===== src/rtl/fifo_param_flags_if.sv =====
// fifo_param_flags_if
//   Handshake/data bundle for fifo_param_flags. The producer/consumer side
//   uses the master modport (drives in_*), the FIFO uses the slave modport
//   (drives out_*).
//   in_write_ctrl/in_write_data   write request + data
//   in_read_ctrl                  read request (FWFT: pop current head)
//   in_clear_err                  clear sticky error flags
//   out_read_data                 read data
//   out_is_full/out_is_empty      occupancy extremes
//   out_almost_full/_empty        threshold flags
//   out_count                     occupancy, $clog2(DEPTH+1) bits
//   out_overflow/out_underflow    sticky error flags
interface fifo_param_flags_if #(
  parameter int WIDTH = 8,
  parameter int DEPTH = 4
);
  localparam int CW = $clog2(DEPTH + 1);

  logic             in_write_ctrl;
  logic [WIDTH-1:0] in_write_data;
  logic             in_read_ctrl;
  logic             in_clear_err;
  logic [WIDTH-1:0] out_read_data;
  logic             out_is_full;
  logic             out_is_empty;
  logic             out_almost_full;
  logic             out_almost_empty;
  logic [CW-1:0]    out_count;
  logic             out_overflow;
  logic             out_underflow;

  modport master (
    output in_write_ctrl, in_write_data, in_read_ctrl, in_clear_err,
    input  out_read_data, out_is_full, out_is_empty, out_almost_full,
           out_almost_empty, out_count, out_overflow, out_underflow
  );

  modport slave (
    input  in_write_ctrl, in_write_data, in_read_ctrl, in_clear_err,
    output out_read_data, out_is_full, out_is_empty, out_almost_full,
           out_almost_empty, out_count, out_overflow, out_underflow
  );
endinterface


===== src/rtl/fifo_param_flags.sv =====
// fifo_param_flags
//   Single-clock FIFO with configurable width/depth (any DEPTH >= 2),
//   almost-full/almost-empty thresholds, occupancy count, sticky
//   overflow/underflow flags and an optional first-word-fall-through mode.
//   clk    rising-edge clock
//   rst_n  asynchronous active-low reset
//   bus    fifo_param_flags_if.slave (all request/response signals)
module fifo_param_flags #(
  parameter int WIDTH     = 8,
  parameter int DEPTH     = 4,
  parameter int AF_THRESH = 3,
  parameter int AE_THRESH = 1,
  parameter int FWFT      = 0
) (
  input logic              clk,
  input logic              rst_n,
  fifo_param_flags_if.slave bus
);
  localparam int CW = $clog2(DEPTH + 1);
  localparam int PW = (DEPTH > 1) ? $clog2(DEPTH) : 1;

  localparam logic [CW-1:0] DEPTH_C = CW'(DEPTH);
  localparam logic [CW-1:0] AF_C    = CW'(AF_THRESH);
  localparam logic [CW-1:0] AE_C    = CW'(AE_THRESH);
  localparam logic [PW-1:0] LAST_P  = PW'(DEPTH - 1);

  logic [WIDTH-1:0] mem [DEPTH];

  logic [PW-1:0] wr_ptr, rd_ptr;
  logic [CW-1:0] count_q, count_next;
  logic          full_q, empty_q, af_q, ae_q;
  logic          ovf_q, unf_q;

  logic rd_ok, wr_ok, wr_drop, rd_drop;

  // Explicit wrap so non-power-of-2 depths never index past the array.
  function automatic logic [PW-1:0] ptr_inc(input logic [PW-1:0] p);
    return (p == LAST_P) ? '0 : p + PW'(1);
  endfunction

  // Accept decisions use registered flags only. A write into a full FIFO is
  // still accepted when a read frees a slot in the same cycle; a read from an
  // empty FIFO is never satisfied by a same-cycle write (no bypass).
  always_comb begin
    rd_ok      = bus.in_read_ctrl & ~empty_q;
    wr_ok      = bus.in_write_ctrl & (~full_q | rd_ok);
    wr_drop    = bus.in_write_ctrl & ~wr_ok;
    rd_drop    = bus.in_read_ctrl & empty_q;
    count_next = count_q;
    unique case ({wr_ok, rd_ok})
      2'b10:   count_next = count_q + CW'(1);
      2'b01:   count_next = count_q - CW'(1);
      default: count_next = count_q;
    endcase
  end

  // Pointers and occupancy
  always_ff @(posedge clk or negedge rst_n) begin
    if (!rst_n) begin
      wr_ptr  <= '0;
      rd_ptr  <= '0;
      count_q <= '0;
    end else begin
      if (wr_ok) wr_ptr <= ptr_inc(wr_ptr);
      if (rd_ok) rd_ptr <= ptr_inc(rd_ptr);
      count_q <= count_next;
    end
  end

  // Status flags are registered from count_next so they line up with count_q.
  always_ff @(posedge clk or negedge rst_n) begin
    if (!rst_n) begin
      full_q  <= 1'b0;
      empty_q <= 1'b1;
      af_q    <= 1'b0;
      ae_q    <= 1'b1;
    end else begin
      full_q  <= (count_next == DEPTH_C);
      empty_q <= (count_next == '0);
      af_q    <= (count_next >= AF_C);
      ae_q    <= (count_next <= AE_C);
    end
  end

  // Sticky errors: an error event in the same cycle beats the clear.
  always_ff @(posedge clk or negedge rst_n) begin
    if (!rst_n) begin
      ovf_q <= 1'b0;
      unf_q <= 1'b0;
    end else begin
      if (wr_drop)               ovf_q <= 1'b1;
      else if (bus.in_clear_err) ovf_q <= 1'b0;
      if (rd_drop)               unf_q <= 1'b1;
      else if (bus.in_clear_err) unf_q <= 1'b0;
    end
  end

  // Storage is deliberately not reset.
  always_ff @(posedge clk) begin
    if (wr_ok) mem[wr_ptr] <= bus.in_write_data;
  end

  generate
    if (FWFT == 0) begin : g_reg_read
      logic [WIDTH-1:0] rdata_q;
      always_ff @(posedge clk or negedge rst_n) begin
        if (!rst_n)     rdata_q <= '0;
        else if (rd_ok) rdata_q <= mem[rd_ptr];
      end
      assign bus.out_read_data = rdata_q;
    end else begin : g_fwft_read
      // Head is shown combinationally from the array while not empty. When
      // empty, the last consumed head is replayed (zero straight out of
      // reset) so the output never exposes unwritten storage.
      logic [WIDTH-1:0] last_q;
      always_ff @(posedge clk or negedge rst_n) begin
        if (!rst_n)     last_q <= '0;
        else if (rd_ok) last_q <= mem[rd_ptr];
      end
      assign bus.out_read_data = empty_q ? last_q : mem[rd_ptr];
    end
  endgenerate

  assign bus.out_is_full      = full_q;
  assign bus.out_is_empty     = empty_q;
  assign bus.out_almost_full  = af_q;
  assign bus.out_almost_empty = ae_q;
  assign bus.out_count        = count_q;
  assign bus.out_overflow     = ovf_q;
  assign bus.out_underflow    = unf_q;
endmodule


===== src/flat_wrapper.sv =====
// flat-port wrapper written by rule: the top's interface ports become plain ports
module fifo_param_flags_flat 
#(
  parameter int WIDTH     = 8,
  parameter int DEPTH     = 4,
  parameter int AF_THRESH = 3,
  parameter int AE_THRESH = 1,
  parameter int FWFT      = 0
)
  (clk, rst_n, bus_in_write_ctrl, bus_in_write_data, bus_in_read_ctrl, bus_in_clear_err, bus_out_read_data, bus_out_is_full, bus_out_is_empty, bus_out_almost_full, bus_out_almost_empty, bus_out_count, bus_out_overflow, bus_out_underflow);
  fifo_param_flags_if #(.WIDTH(WIDTH), .DEPTH(DEPTH)) bus_i ();
  input logic clk;
  input logic rst_n;
  input wire logic [$bits(bus_i.in_write_ctrl)-1:0] bus_in_write_ctrl;
  input wire logic [$bits(bus_i.in_write_data)-1:0] bus_in_write_data;
  input wire logic [$bits(bus_i.in_read_ctrl)-1:0] bus_in_read_ctrl;
  input wire logic [$bits(bus_i.in_clear_err)-1:0] bus_in_clear_err;
  output wire logic [$bits(bus_i.out_read_data)-1:0] bus_out_read_data;
  output wire logic [$bits(bus_i.out_is_full)-1:0] bus_out_is_full;
  output wire logic [$bits(bus_i.out_is_empty)-1:0] bus_out_is_empty;
  output wire logic [$bits(bus_i.out_almost_full)-1:0] bus_out_almost_full;
  output wire logic [$bits(bus_i.out_almost_empty)-1:0] bus_out_almost_empty;
  output wire logic [$bits(bus_i.out_count)-1:0] bus_out_count;
  output wire logic [$bits(bus_i.out_overflow)-1:0] bus_out_overflow;
  output wire logic [$bits(bus_i.out_underflow)-1:0] bus_out_underflow;
  assign bus_i.in_write_ctrl = bus_in_write_ctrl;
  assign bus_i.in_write_data = bus_in_write_data;
  assign bus_i.in_read_ctrl = bus_in_read_ctrl;
  assign bus_i.in_clear_err = bus_in_clear_err;
  assign bus_out_read_data = bus_i.out_read_data;
  assign bus_out_is_full = bus_i.out_is_full;
  assign bus_out_is_empty = bus_i.out_is_empty;
  assign bus_out_almost_full = bus_i.out_almost_full;
  assign bus_out_almost_empty = bus_i.out_almost_empty;
  assign bus_out_count = bus_i.out_count;
  assign bus_out_overflow = bus_i.out_overflow;
  assign bus_out_underflow = bus_i.out_underflow;
  fifo_param_flags #(.WIDTH(WIDTH), .DEPTH(DEPTH), .AF_THRESH(AF_THRESH), .AE_THRESH(AE_THRESH), .FWFT(FWFT)) u_core (.clk(clk), .rst_n(rst_n), .bus(bus_i));
endmodule

===== config.mk =====
export PLATFORM = sky130hd
export DESIGN_NAME = fifo_param_flags_flat
export DESIGN_NICKNAME = d
export VERILOG_FILES = /design/src/rtl/fifo_param_flags_if.sv /design/src/rtl/fifo_param_flags.sv /design/src/flat_wrapper.sv
export SDC_FILE = /design/constraint.sdc
export NUM_CORES = 1
export LEC_CHECK = 0
export CORE_MARGIN = 2
export CORE_UTILIZATION = 55
export DETAILED_ROUTE_END_ITERATION = 10
export PLACE_DENSITY = 0.8
export SYNTH_ARGS = -nofsm -noshare
export SYNTH_HDL_FRONTEND = slang
export SYNTH_SLANG_ARGS = --single-unit

===== constraint.sdc =====
create_clock -name clk -period 5.24 [get_ports clk]
set_clock_uncertainty 0.15 [all_clocks]
set_input_delay 0.786 -clock clk [delete_from_list [all_inputs] [get_ports clk]]
set_output_delay 0.786 -clock clk [all_outputs]
set_load 0.01 [all_outputs]

==> impl_metrics.env, run 1 <==
export IMPL_yosys_most_used_dff="edfxtp_1"
export IMPL_hpwl_mm=2.44
export IMPL_numCtsBuffers=5
export IMPL_finalWirelength_mm=3.50
export IMPL_vias=1155
export IMPL_post_cts_buffers=0
export IMPL_switching_share_pct=31.1
export IMPL_synth_fa_ha_area_share_pct=4.46
export IMPL_yosys_area_share_simple_pct=9.15
export IMPL_drtPass1Iterations=4
export IMPL_synth_compound_area_share_pct=2.88
export IMPL_antenna_found_initial=0
export IMPL_nFillCells=263
export IMPL_clk_pin_slew_worst_paths_ps=80
export IMPL_die_width_um=66.3
export IMPL_slew_violations=0
export IMPL_synth_seq_area_share_pct=69.8
export IMPL_drt_iter0_markers=61
export IMPL_path_cells="clkdlybuf4s50_1, nand2b_4, a21boi_2, inv_1, ha_1, fa_1, xnor2_2, o21a_1, a211o_1"
export IMPL_critPathCaptureType="flop"
export IMPL_synthMuxAreaShare_pct=10.0
export IMPL_grt_pass1_vias=1186
export IMPL_synth_area_leaders="edfxtp_1 45%, dfrtp_1 22%, mux4_2 8.5%, nand2_1 4.9%, ha_1 3.5%"
export IMPL_ctsResizeCount=0
export IMPL_nNetsFinal=186
export IMPL_htreeDepth=2
export IMPL_cts_tree="yes"
export IMPL_synth_seq_cells=53
export IMPL_routed_via_density=5.37
export IMPL_grt_ovfl_total=0
export IMPL_critPathMaxStageDelay_ps=530
export IMPL_final_setup_tns_ps=0
export IMPL_synth_area_leader_cell="edfxtp_1"
export IMPL_critPathLaunchType="input pin"
export IMPL_start_util_pct=57.8
export IMPL_synth_most_common_cell="edfxtp_1"
export IMPL_switchingPower_mw=0.419
export IMPL_arrival_ps=3200
export IMPL_syn_nets=153
export IMPL_power_share_clock_pct=15.9
export IMPL_synth_edf_count=32
export IMPL_grt_total_usage_pct=18.1
export IMPL_core_region_area_um2=3690
export IMPL_crit_fanout=14
export IMPL_postCtsHoldBufs=0
export IMPL_run_status="completed"
export IMPL_netlist_top_cells_count="32 x edfxtp_1, 28 x nand2_1, 19 x dfrtp_1"
export IMPL_pwr_density_cell_nw_per_um2=530
export IMPL_dieArea_um2=4390
export IMPL_rsz0062_at_grt="false"
export IMPL_cts_num_sinks=53
export IMPL_die_h_um=66.3
export IMPL_synth_xor_area_share_pct=1.58
export IMPL_maxSlewHeadroom_pct=38.2
export IMPL_crit_path_start="bus_in_read_ctrl"
export IMPL_rr_worst_depth=8
export IMPL_intPower_mw=0.929
export IMPL_syn_inst=133
export IMPL_peakVddDrop_mv=0.308
export IMPL_gp_congestion=0.812
export IMPL_diodes=0
export IMPL_cp_required_ps=5270
export IMPL_crit_path_end="u_core.bus.out_almost_full"
export IMPL_synth_top_family_by_area="multiplexers"
export IMPL_syn_to_final_growth_pct=19.2
export IMPL_rows=22
export IMPL_pwr_share_seq_pct=49.8
export IMPL_fin_crit_ps=3170
export IMPL_pwr_share_comb_pct=34.3
export IMPL_path_class="input pin to flop"
export IMPL_cts_root_buf="clkbuf_8"
export IMPL_slowest_stage="clkdlybuf4s50_1"
export IMPL_worst_slew_pin_slew_ps=923
export IMPL_fin_util_pct=68.9
export IMPL_port_buffers=29
export IMPL_wl_per_cell_um=16.3
export IMPL_grt_pass1_wl_mm=5.61
export IMPL_r2r_end="u_core.bus.out_almost_full"
export IMPL_insertion_delay_ps=290
export IMPL_synth_warnings=0
export IMPL_hp_class="flop to flop"
export IMPL_max_cap_violations=0
export IMPL_finalHoldViolCount=0
export IMPL_fin_crit_sh_pct=60.6
export IMPL_yosysUniqueCellTypes=30
export IMPL_timing_rr_start="u_core.bus.out_is_empty"
export IMPL_synth_top_area_share_pct=45.1
export IMPL_synth_area_um2=2130
export IMPL_io_pins=30
export IMPL_fmax_mhz=315
export IMPL_syn_avg_cell_area_um2=16.0
export IMPL_power_leakage_nw=0.986
export IMPL_ant_nets=0
export IMPL_drc_errors=0
export IMPL_grt_max_degree=22
export IMPL_fin_area_um2=2540
export IMPL_cts_buffer_depth=2
export IMPL_setup_viol=0
export IMPL_r2r_setup_slack_ps=2650
export IMPL_dpl_instance_area_um2=2460
export IMPL_drive_gt1_share_pct=13.8
export IMPL_synthArstFlopShare_pct=39.6
==> kinds of logic after synthesis <==
kind of cell	after synthesis
AOI/OAI and AO/OA	8
xor gates and xnor gates	3
adders and majority gates	7
buffers and inverters	9
DFF	53
muxes	11
and+or+nand+nor	42
==> stage by stage <==
stage / instances / power (mW) / hold WS, ps / setup WS (ps)
after detailed placement: 207 / 1.16 / 324 / 1750
after global placement: 207 / 1.13 / 310 / 1860
after CTS: 215 / 1.37 / 344 / 2050
after global routing: 215 / 1.44 / 370 / 1980
final: 215 / 1.35 / 344 / 2070
after floorplan: 133 / 0.957 / 340 / 2550
==> sequential cells by signal (all words and copies together), names as in the netlist <==
register / cells
u_core.rd_ptr: 2
u_core.bus.out_almost_full: 1
u_core.bus.out_underflow: 1
u_core.wr_ptr: 2
u_core.mem: 32
u_core.bus.out_overflow: 1
u_core.bus.out_read_data: 8
u_core.bus.out_is_empty: 1
u_core.bus.out_almost_empty: 1
u_core.bus.out_count: 3
u_core.bus.out_is_full: 1
==> critical path, delay by kind of cell <==
kind	cells	cell delay (ps)
adders and majority gates	2	680
and+or+nand+nor	1	140
xor gates and xnor gates	1	180
AOI/OAI and AO/OA	3	800
buffers and inverters	2	610
==> placed cells by master (no fill, tap or decap), types with 2 or more instances in the layout <==
cell	netlist	final
mux2_1	2	2
nor3_1	3	3
clkbuf_8	0	5
edfxtp_1	32	32
nand2_1	28	28
o21ai_0	2	2
ha_1	6	6
clkdlybuf4s50_1	0	29
and2_1	4	4
clkbuf_1	0	2
dfstp_2	2	2
inv_1	5	5
xnor2_1	2	2
mux4_2	8	8
dfrtp_1	19	19
nor2_1	2	2
==> power by group through the flow <==
stage               clock network (mW)  logic, mW  registers, mW
finish                           0.214      0.463          0.671
global route                     0.240      0.510          0.692
CTS                              0.218      0.471          0.676
detailed placement                   0      0.470          0.685
global placement                     0      0.453          0.677
floorplan                            0      0.294          0.663
==> worst min path at each step <==
stage                                startpoint                           to  slack [ps]  depth (start not counted)
detailed placement  u_core.bus.out_read_data[5]  u_core.bus.out_read_data[5]         320                          2
global placement    u_core.bus.out_read_data[7]  u_core.bus.out_read_data[7]         310                          2
CTS                 u_core.bus.out_read_data[5]  u_core.bus.out_read_data[5]         340                          2
global route        u_core.bus.out_read_data[6]  u_core.bus.out_read_data[6]         370                          2
finish              u_core.bus.out_read_data[5]  u_core.bus.out_read_data[5]         340                          2
floorplan                                 rst_n   u_core.bus.out_almost_full         340                          0
==> metal layers <==
metal,GRT usage (%),vias up,share of wire [%]
met1,19.9,575,39
met4,4.59,0,1.1
met2,33.6,34,55
met3,5.79,7,4.4
met5,0,-,0
li1,-,539,-
==> layout make-up <==
| type | instances | area [um2] | share of cell area (%) |
|---|---|---|---|
| timing repair buffer | 29 | 290 | 11.4 |
| tap | 48 | 60.1 | 2.36 |
| clock inverter | 1 | 5.00 | 0.197 |
| clock buffer | 7 | 76.3 | 3.00 |
| multi-input combinational | 71 | 599 | 23.6 |
| sequential | 53 | 1490 | 58.6 |
| inverter | 6 | 22.5 | 0.886 |
Note: power is estimated with default switching activity, not from simulation.
==> run 2: changes to the inputs <==
--- a/config.mk
+++ b/config.mk
@@ -6,9 +6,9 @@
 export NUM_CORES = 1
 export LEC_CHECK = 0
 export CORE_MARGIN = 2
-export CORE_UTILIZATION = 55
+export CORE_UTILIZATION = 53
 export DETAILED_ROUTE_END_ITERATION = 10
-export PLACE_DENSITY = 0.8
+export PLACE_DENSITY = 0.78
 export SYNTH_ARGS = -nofsm -noshare
 export SYNTH_HDL_FRONTEND = slang
 export SYNTH_SLANG_ARGS = --single-unit
==> constraint.sdc (replaced) <==
create_clock -name clk -period 3.1 [get_ports clk]
set_clock_uncertainty 0.15 [all_clocks]
set_input_delay 0.465 -clock clk [delete_from_list [all_inputs] [get_ports clk]]
set_output_delay 0.465 -clock clk [all_outputs]
set_load 0.01 [all_outputs]
==> run 2 against run 1 <==
Critical path depth did not move. Hold slack worse by 7.0 ps. Total power up 76%. Clock-buffer cell count is 1 lower. Flip-flop and latch count unchanged. Worst setup slack lost 1600 ps. Critical endpoint unchanged. Largest power group unchanged.
==> impl_metrics.env, run 2 (same netlist as run 1, synthesis figures left out) <==
export IMPL_dpl_instance_area_um2=2490
export IMPL_power_leakage_nw=1.01
export IMPL_cts_buffer_depth=2
export IMPL_io_pins=30
export IMPL_core_region_area_um2=3940
export IMPL_rsz0062_at_grt="false"
export IMPL_setup_viol=0
export IMPL_drt_iter0_markers=47
export IMPL_final_cell_mix="32 x edfxtp_1, 29 x clkdlybuf4s50_1, 28 x nand2_1, 19 x dfrtp_1, 8 x mux4_2"
export IMPL_grt_total_usage_pct=18.8
export IMPL_grt_pass1_wl_mm=5.94
export IMPL_grt_pass1_vias=1287
export IMPL_cp_required_ps=3140
export IMPL_nNetsFinal=189
export IMPL_fin_crit_ps=2670
export IMPL_ant_nets=0
export IMPL_drc_errors=0
export IMPL_grt_ovfl_total=0
export IMPL_htreeDepth=2
export IMPL_ctsResizeCount=0
export IMPL_grt_max_degree=22
export IMPL_cts_tree="yes"
export IMPL_slowest_stage="clkdlybuf4s50_1"
export IMPL_fin_crit_sh_pct=86.0
export IMPL_run_status="completed"
export IMPL_max_cap_violations=0
export IMPL_routed_via_density=5.40
export IMPL_clk_pin_slew_worst_paths_ps=100
export IMPL_insertion_delay_ps=300
export IMPL_largest_register_ffs=32
export IMPL_gp_congestion=0.872
export IMPL_critPathLaunchType="input pin"
export IMPL_syn_to_final_growth_pct=21.8
export IMPL_wl_per_cell_um=17.3
export IMPL_slew_violations=0
export IMPL_die_width_um=67.4
export IMPL_die_h_um=67.4
export IMPL_finalHoldViolCount=0
export IMPL_numCtsBuffers=5
export IMPL_post_cts_buffers=0
export IMPL_start_util_pct=54.1
export IMPL_hpwl_mm=2.74
export IMPL_cts_num_sinks=53
export IMPL_crit_fanout=4
export IMPL_critPathCaptureType="flop"
export IMPL_regMostFlops="u_core.mem"
export IMPL_critPathMaxStageDelay_ps=530
export IMPL_port_buffers=29
export IMPL_path_cells="clkdlybuf4s50_1, nand2b_4, a21boi_2, inv_1, ha_1, fa_1, xnor2_2, o21a_1, a211o_1"
export IMPL_drtPass1Iterations=4
export IMPL_finalPower_mw=2.38
export IMPL_final_setup_tns_ps=0
export IMPL_vias=1189
export IMPL_critPathTopFamily="adder cells"
export IMPL_fmax_mhz=375
export IMPL_path_class="input pin to flop"
export IMPL_maxSlewHeadroom_pct=59.2
export IMPL_finalWirelength_mm=3.80
export IMPL_postCtsHoldBufs=0
export IMPL_peakVddDrop_mv=0.510
export IMPL_arrival_ps=2710
export IMPL_diodes=0
export IMPL_drive_gt1_share_pct=16.5
export IMPL_worst_slew_pin_slew_ps=612
export IMPL_cp_num_buf_inv=2
export IMPL_dieArea_um2=4550
export IMPL_cts_root_buf="clkbuf_8"
export IMPL_fin_area_um2=2600
export IMPL_antenna_found_initial=0
export IMPL_pwr_density_cell_nw_per_um2=916
export IMPL_layout_cells_most_common="edfxtp_1"
export IMPL_rows=23
export IMPL_hp_class="flop to flop"
[run 2: cell count changes in the layout (fill, tap and decap cells not counted)]
cell        previous run  this run
clkbuf_16              0         1
clkinvlp_4             0         1
clkbuf_1               2         0
buf_4                  0         3
clkinv_4               0         1
clkinv_2               1         0
[run 2: final timing paths]
| path | from | end | slack, ps | depth (start not counted) |
|---|---|---|---|---|
| worst max-delay path | bus_in_read_ctrl | u_core.bus.out_almost_full | 430 | 9 |
| worst min-delay path | u_core.bus.out_read_data[3] | u_core.bus.out_read_data[3] | 340 | 2 |
| worst max register to register | u_core.bus.out_is_empty | u_core.bus.out_almost_full | 630 | 7 |
| worst min register to register | u_core.bus.out_read_data[3] | u_core.bus.out_read_data[3] | 340 | 2 |
| max in group asynchronous | rst_n | u_core.bus.out_is_empty | 2160 | 2 |
| min in group asynchronous | rst_n | u_core.bus.out_read_data[7] | 360 | 2 |
[run 2: worst min-delay path: stages, from the launching register on]
cell and delay, ps:
dfrtp_1 350, nand2_1 50, nand2_1 50
[run 2: where the power goes]
part           internal [mW]  switching, mW  leakage, nW  total, mW
registers              0.968          0.166        0.548       1.13
clock network          0.209          0.227       0.0525      0.437
logic                  0.448          0.359        0.410      0.808
[run 2: final cells by class]
cell class	count	area, um2
Sequential cell	53	1490
Fill cell	272	1350
Multi-Input combinational cell	71	599
Timing Repair Buffer	32	313
Clock buffer	6	93.8
Tap cell	50	62.6
Inverter	6	22.5
Clock inverter	2	16.3
[run 2: stage by stage]
step	worst slack, ps	std cells	util, %	hold WS, ps
3_5_place_dp	109	212	63.1	322
6_report	433	220	65.9	338
5_1_grt	400	220	65.9	353
3_3_place_gp	267	212	63.1	308
4_1_cts	432	220	65.9	345
2_1_floorplan	731	133	-	19.4
[run 2: per-layer routing]
| metal | share of wire, % | vias up | GRT usage [%] |
|---|---|---|---|
| li1 | - | 542 | - |
| met1 | 41 | 609 | 20.9 |
| met2 | 53 | 28 | 34.4 |
| met3 | 3.7 | 10 | 5.50 |
| met4 | 1.9 | 0 | 6.12 |
| met5 | 0 | - | 0 |
